==> src/rtl/pos_sweep_ctrl.sv <==
// Equivalence sweep controller: walks X/Y/Z through all 8 minterms,
// captures both function outputs into truth tables and flags disagreements.
module pos_sweep_ctrl #(
    parameter int unsigned SETTLE      = 1,
    parameter bit          STOP_ON_ERR = 1'b0
) (
    input  logic       clk,
    input  logic       reset,
    input  logic       start,
    input  logic       S1,
    input  logic       S2,
    output logic       X,
    output logic       Y,
    output logic       Z,
    output logic       busy,
    output logic       done,
    output logic [7:0] tt1,
    output logic [7:0] tt2,
    output logic [7:0] mismatch,
    output logic [3:0] err_cnt,
    output logic [2:0] first_err,
    output logic       err
);

    typedef enum logic [1:0] {
        IDLE,
        DRIVE,
        DONE
    } state_t;

    localparam logic [3:0] RELOAD = 4'(SETTLE - 1);

    state_t     state, state_n;
    logic [2:0] idx, idx_n;
    logic [3:0] cnt, cnt_n;
    logic       busy_n, done_n, err_n;
    logic [7:0] tt1_n, tt2_n;
    logic [3:0] err_cnt_n;
    logic [2:0] first_err_n;
    logic       diff;

    assign diff     = S1 ^ S2;
    assign mismatch = tt1 ^ tt2;
    assign X        = idx[2];
    assign Y        = idx[1];
    assign Z        = idx[0];

    always_comb begin
        state_n     = state;
        idx_n       = idx;
        cnt_n       = cnt;
        busy_n      = busy;
        done_n      = 1'b0;
        tt1_n       = tt1;
        tt2_n       = tt2;
        err_cnt_n   = err_cnt;
        first_err_n = first_err;
        err_n       = err;
        unique case (state)
            IDLE: begin
                if (start) begin
                    tt1_n       = '0;
                    tt2_n       = '0;
                    err_cnt_n   = '0;
                    first_err_n = '0;
                    err_n       = 1'b0;
                    idx_n       = '0;
                    cnt_n       = RELOAD;
                    busy_n      = 1'b1;
                    state_n     = DRIVE;
                end
            end
            DRIVE: begin
                if (cnt != 4'd0) begin
                    cnt_n = cnt - 4'd1;
                end else begin
                    tt1_n[idx] = S1;
                    tt2_n[idx] = S2;
                    if (diff) begin
                        err_cnt_n = err_cnt + 4'd1;
                        if (!err) begin
                            first_err_n = idx;
                            err_n       = 1'b1;
                        end
                    end
                    if (idx == 3'd7 || (STOP_ON_ERR && diff)) begin
                        state_n = DONE;
                        busy_n  = 1'b0;
                        done_n  = 1'b1;
                    end else begin
                        idx_n = idx + 3'd1;
                        cnt_n = RELOAD;
                    end
                end
            end
            DONE: begin
                state_n = IDLE;
            end
            default: begin
                state_n = IDLE;
            end
        endcase
    end

    always_ff @(posedge clk or posedge reset) begin
        if (reset) begin
            state     <= IDLE;
            idx       <= '0;
            cnt       <= '0;
            busy      <= 1'b0;
            done      <= 1'b0;
            tt1       <= '0;
            tt2       <= '0;
            err_cnt   <= '0;
            first_err <= '0;
            err       <= 1'b0;
        end else begin
            state     <= state_n;
            idx       <= idx_n;
            cnt       <= cnt_n;
            busy      <= busy_n;
            done      <= done_n;
            tt1       <= tt1_n;
            tt2       <= tt2_n;
            err_cnt   <= err_cnt_n;
            first_err <= first_err_n;
            err       <= err_n;
        end
    end

endmodule

==> config.mk <==
export PLATFORM = sky130hd
export DESIGN_NAME = pos_sweep_ctrl
export DESIGN_NICKNAME = d
export VERILOG_FILES = /design/src/rtl/pos_sweep_ctrl.sv
export SDC_FILE = /design/constraint.sdc
export NUM_CORES = 1
export LEC_CHECK = 0
export ABC_AREA = 1
export BUFFER_PORTS_ARGS = -buffer_cell sky130_fd_sc_hd__buf_2
export CORE_ASPECT_RATIO = 1.25
export CORE_MARGIN = 1.5
export CORE_UTILIZATION = 48
export DETAILED_ROUTE_END_ITERATION = 8
export PLACE_DENSITY_LB_ADDON = 0.2
export SYNTH_ARGS = -nofsm -noshare
export SYNTH_HDL_FRONTEND = slang
export SYNTH_SLANG_ARGS = --single-unit
==> constraint.sdc <==
create_clock -name clk -period 1.5 [get_ports clk]
set_clock_uncertainty 0.2 [all_clocks]
set_input_delay 0.075 -clock clk [delete_from_list [all_inputs] [get_ports clk]]
set_output_delay 0.075 -clock clk [all_outputs]
set_load 0.005 [all_outputs]
# Word-level counts from Yosys, hierarchy flattened
# Cells that the tools add are included.
dict set report totals {
  ff_bits 35
  output_inout_bits 37
}
dict set report op_classes {
  n_reduce_logical 11
  n_mux 39
  eq_ne 9
  magnitude_cmp 2
  bitwise_logic 2
  addsub 3
}
# cell n
set op_table {}
lappend op_table {{one-hot mux 8 bit (2 select lines)} 2}
lappend op_table {{2-to-1 mux 8 bit} 3}
lappend op_table {{2-to-1 mux 4 bit} 5}
lappend op_table {{2-to-1 mux 3 bit} 6}
lappend op_table {{bitwise mux 8 bit} 2}
lappend op_table {{one-hot mux 4 bit (2 select lines)} 2}
lappend op_table {{inequality test 2 bit, second input constant} 6}
lappend op_table {{one-hot mux 3 bit (2 select lines)} 2}
lappend op_table {{AND reduction 4 bit} 3}
lappend op_table {{2-to-1 mux 1 bit} 10}
lappend op_table {{AND reduction 3 bit} 3}
lappend op_table {{bitwise XOR 8 bit} 1}
lappend op_table {{2-to-1 mux 2 bit} 3}
lappend op_table {{AND reduction 5 bit} 1}
lappend op_table {{adder 4 x 1 -> 4 bit, second input constant} 1}
lappend op_table {{less-than comparator 3 x 4 -> 1 bit, second input constant} 1}
lappend op_table {{one-hot mux 1 bit (2 select lines)} 2}
lappend op_table {{one-hot mux 2 bit (2 select lines)} 1}
lappend op_table {{nonzero test 4 bit} 1}
lappend op_table {{subtractor 4 x 1 -> 4 bit, second input constant} 1}
lappend op_table {{adder 3 x 1 -> 3 bit, second input constant} 1}
lappend op_table {{demux 1 bit (select 3 bit)} 1}
lappend op_table {{== test 3 bit, second input constant} 1}
lappend op_table {{>= comparator 3 x 1 -> 1 bit, second input constant} 1}
lappend op_table {{6 further kinds} 6}

# Logic depth before layout (Yosys ltp)
dict set report logic_depth {
  ltp_word 7
  depth_mapped 8
  ltp_nobuf 8
}

# Worst setup path after synthesis
# OpenSTA, ideal clock, no wires.
dict set report synth_timing {
  path_type {reg2reg}
  from {register idx[1]}
  to {register idx[0]}
  path_buffers 0
  slack_ns -0.051
  stages_incl_launch_ff 8
  arrival_time_ns 1.275
  setup_time_ns 0.076
  cell_sequence {dfrtp_1 -> ha_1 -> ha_1 -> inv_1 -> nand2_1 -> nor2_1 -> nand2_1 -> o21ai_1}
}
dict set report synth_between {
  elab_chain_cells 3
}
# item line_no
set synth_rtl {}
lappend synth_rtl {{start: declaration} 34} ;# logic [2:0] idx, idx_n;
lappend synth_rtl {{start signal: assignment} 119} ;# idx <= idx_n;
lappend synth_rtl {{== test 3 bit} 86} ;# if (idx == 3'd7 || (STOP_ON_ERR && diff)) begin
lappend synth_rtl {{inequality test 2 bit (no source line)} n/a}
lappend synth_rtl {{AND reduction 4 bit (no source line)} n/a}
# No other way between the ends.
# A chain may end at the register's enable or synchronous reset.

# Final worst setup path
dict set report layout_timing {
  from {register state[0]}
  to {register state[0]}
}
dict set report layout_between {
  elab_chain_cells 3
  word_cells_on_any_way 7
  cone_classes {4 x eq/ne; 1 x mux; 2 x reduce/logical}
}
# item line_no
set layout_rtl {}
lappend layout_rtl {{start: declaration} 33} ;# state_t state, state_n;
lappend layout_rtl {{start signal: assignment} 118} ;# state <= state_n;
lappend layout_rtl {{== test 2 x 1 -> 1 bit / zero test 2 bit (equally long branches)} 59} ;# unique case (state)
lappend layout_rtl {{inequality test 2 bit (no source line)} n/a}
lappend layout_rtl {{AND reduction 3 bit (no source line)} n/a}
# Several ways; a longest one is shown, not always the timed one.

==> results.cfg <==
[run_status]
run_status = finished with violations
violations = negative setup slack

[setup_path]
max_stage_delay_ps = 430
crit_family = flip-flops
end_kind = flop
startpoint_type = flop
critPathSlowestCell = dfrtp_1
path_buf_inv = 2
required_ps = 1480
critPathKind = reg2reg
path_max_fanout = 8
path_cells = inv_2 -> nor2_8 -> a21oi_4 -> buf_6 -> nand2_4 -> nor2_4 -> nor2_2
crit_arrival_ps = 1530

[power_and_ir_drop]
internal_power_mw = 3.37
p_leak_nw = 1.55
comb_power_share_pct = 62.8
finalPower_mw = 6.13
power.density_nw_per_um2 = 2340
power_frac_seq_pct = 26.3
swShare_pct = 45.0
p_sw_mw = 2.76
ir_drop_v = 0.00131
clockPowerShare_pct = 10.9

[routing]
drt_wl_total_um = 4360
wl_met2_um = 2290
antenna_left = 0
wl_per_cell_um = 12.4
wl_met3_um = 176
m1WireLength_um = 1810
drt_first_iter_violations = 59
dr.pass1.iters = 4
top_layer_used = met4
via_per_inst = 5.09
vias = 1788
drc_errors = 0

[logic_synthesis]
synth_top_area_cell = dfrtp_1
avgSynthCellArea_sq_um = 8.09
ys.warnings.count = 0
synth-seq-cells = 35
netlist_top_cells_area = dfrtp_1 47%, nand2_1 16%, nand4_1 8.1%
synthCells = 229
syn-num-nets = 239
synthDistinctLibCells = 23
ys_seq_area_share_pct = 47.3
synth_area_sq_um = 1850
yosysTopAreaCellShare_pct = 47.3

[global_route]
grt_first_pass_wirelength_um = 7200
grt_pass1_vias = 1671
globalRouteTotalUtil_pct = 22.7
gr-total-overflow = 0
grt_max_degree = 36
antenna_found_initial = 0

[finish]
finalNonFillerCells = 351
fillers = 309
antenna_cells = 0
regArea_sq_um = 880
final_core_utilization_pct = 69.7
multiInputGateArea_sq_um = 971
drive_gt1_share_pct = 39.9
nets = 320
design_area_sq_um = 2620
areaGrowthSynthToFinish_pct = 41.4

[die]
core-area_sq_um = 3750
rows = 25
start_util_pct = 49.3
dieArea_sq_um = 4240
die_h_um = 72.4
io_pins = 42
dieWidth_um = 58.6

[sta]
setup_viol = 27
fin_tns_setup_ps = -596
period_minus_slack_ps = 1550
worst_slew_pin_slew_ps = 322
worst_slack_ps = -53.5
period_share_pct = 104
drv_slew = 0
max_freq_mhz = 644
max-slew-margin-rel_pct = 78.4
hold_viol_final = 0
rsz0062_at_grt = yes
hold-worst-slack_ps = 17.3

[clocking]
cts_root_buffer = clkbuf_8
htreeDepth = 2
numCtsBuffers = 5
cts.clk_slew.worst_paths_ps = 70
cts_sinks = 35
clk_latency_ps = 290
cts_tree = done
clockBufferDepth = 2

[place]
io_buffers = 41
placement.cell_area_sq_um = 2330
hpwl_um = 2900
gp_congestion = 0.804
dp.cells = 333
dp_slack_ps = -105

[hold_path]
holdCritPathClass = in2reg

[flow_run]
cap_viol_max_count = 0
==> flip-flops by register name (all words and copies together), names as in the netlist <==
name and flops:
err_cnt 4, cnt 4, state 2, busy 1
tt2 8, first_err 3, tt1 8, idx 3
err 1, done 1
==> path summary, 6_finish.rpt <==
check                                          start                        to  slack (ps)  depth (start not counted)
worst max-delay path            state[0]$_DFFE_PP0P_      state[0]$_DFFE_PP0P_         -50                          7
worst min-delay path                              S2        tt2[6]$_DFFE_PP0P_          20                          4
worst max register to register  state[0]$_DFFE_PP0P_      state[0]$_DFFE_PP0P_         -50                          7
worst min register to register      busy$_DFFE_PP0P_          busy$_DFFE_PP0P_         280                          2
max in group asynchronous                      reset      state[1]$_DFFE_PP0P_         730                          4
min in group asynchronous                      reset  first_err[0]$_DFFE_PP0P_         170                          4
==> power groups by stage <==
stage	Combinational (mW)	Clock, mW	Sequential, mW
global route	4.32	0.713	1.66
detailed placement	3.16	0	1.61
global placement	3.09	0	1.60
finish	3.85	0.667	1.61
floorplan	1.92	0	1.67
CTS	3.49	0.685	1.60
==> cells in the final DEF (no fill, tap or decap), drive strengths merged <==
master and instances:
a21o 1, a21oi 1, buf 79, clkbuf 7, clkinv 1, dfrtp 35
dlygate4sd3 3, ha 5, inv 25, nand2 82, nand3 10, nand4 24
nor2 12, nor3 7, o21ai 7, o31ai 1, xnor2 2, xor2 9
==> synth_stat cells <==
library cell and number:
o31ai_1 1, nor2_2 2, nand2_1 81, buf_2 6
a21oi_2 1, nand4_1 24, xnor2_1 2, o21ai_1 3
nand2_2 1, ha_1 5, nor2_8 1, inv_2 2
buf_6 1, o21ai_2 1, o21ai_0 3, xor2_1 9
inv_1 23, a21o_1 1, nor2_1 9, nand3_1 10
buf_4 1, dfrtp_1 35, nor3_1 7
==> routing by layer <==
metal  vias to the layer above  track usage (%)
met5                         -                0
met4                         0             10.9
met3                         6             5.88
met2                        42             38.1
met1                       838             26.6
li1                        902                -
==> worst register-to-register path, cell delays in order (launching register included) <==
cell and delay, ps:
dfrtp_1 430, inv_2 130, nor2_8 80, a21oi_4 210, buf_6 170, nand2_4 70
nor2_4 120, nor2_2 40
==> area by class of cell <==
class,count,area share (%)
Inverter,25,3.59
Multi-Input combinational cell,161,37.1
Sequential cell,35,33.6
Timing Repair Buffer,82,20.7
Clock inverter,1,0.191
Clock buffer,7,2.92
Tap cell,40,1.91
==> what timing repair did <==
| item | 4_1_cts | 5_1_grt |
|---|---|---|
| setup buffers | 1 | 4 |
| endpoints found under the setup margin | 34 | 35 |
| endpoints found under the hold margin | 45 | 0 |
| hold buffers | 3 | 0 |
| pin swaps | 8 | 7 |
| gates cloned | 2 | 0 |
| resized for setup | 17 | 21 |
==> kinds of logic (layout without fill, tap and decap cells) <==
family,Yosys count,in the layout,synth area share [%]
and+or+nand+nor,135,135,33.0
DFF,35,35,47.3
buffers and inverters,33,115,7.70
xor gates and xnor gates,11,11,5.20
adders and majority gates,5,5,3.38
AOI/OAI and AO/OA,10,10,3.38
Power figures use the tool's default switching activity.
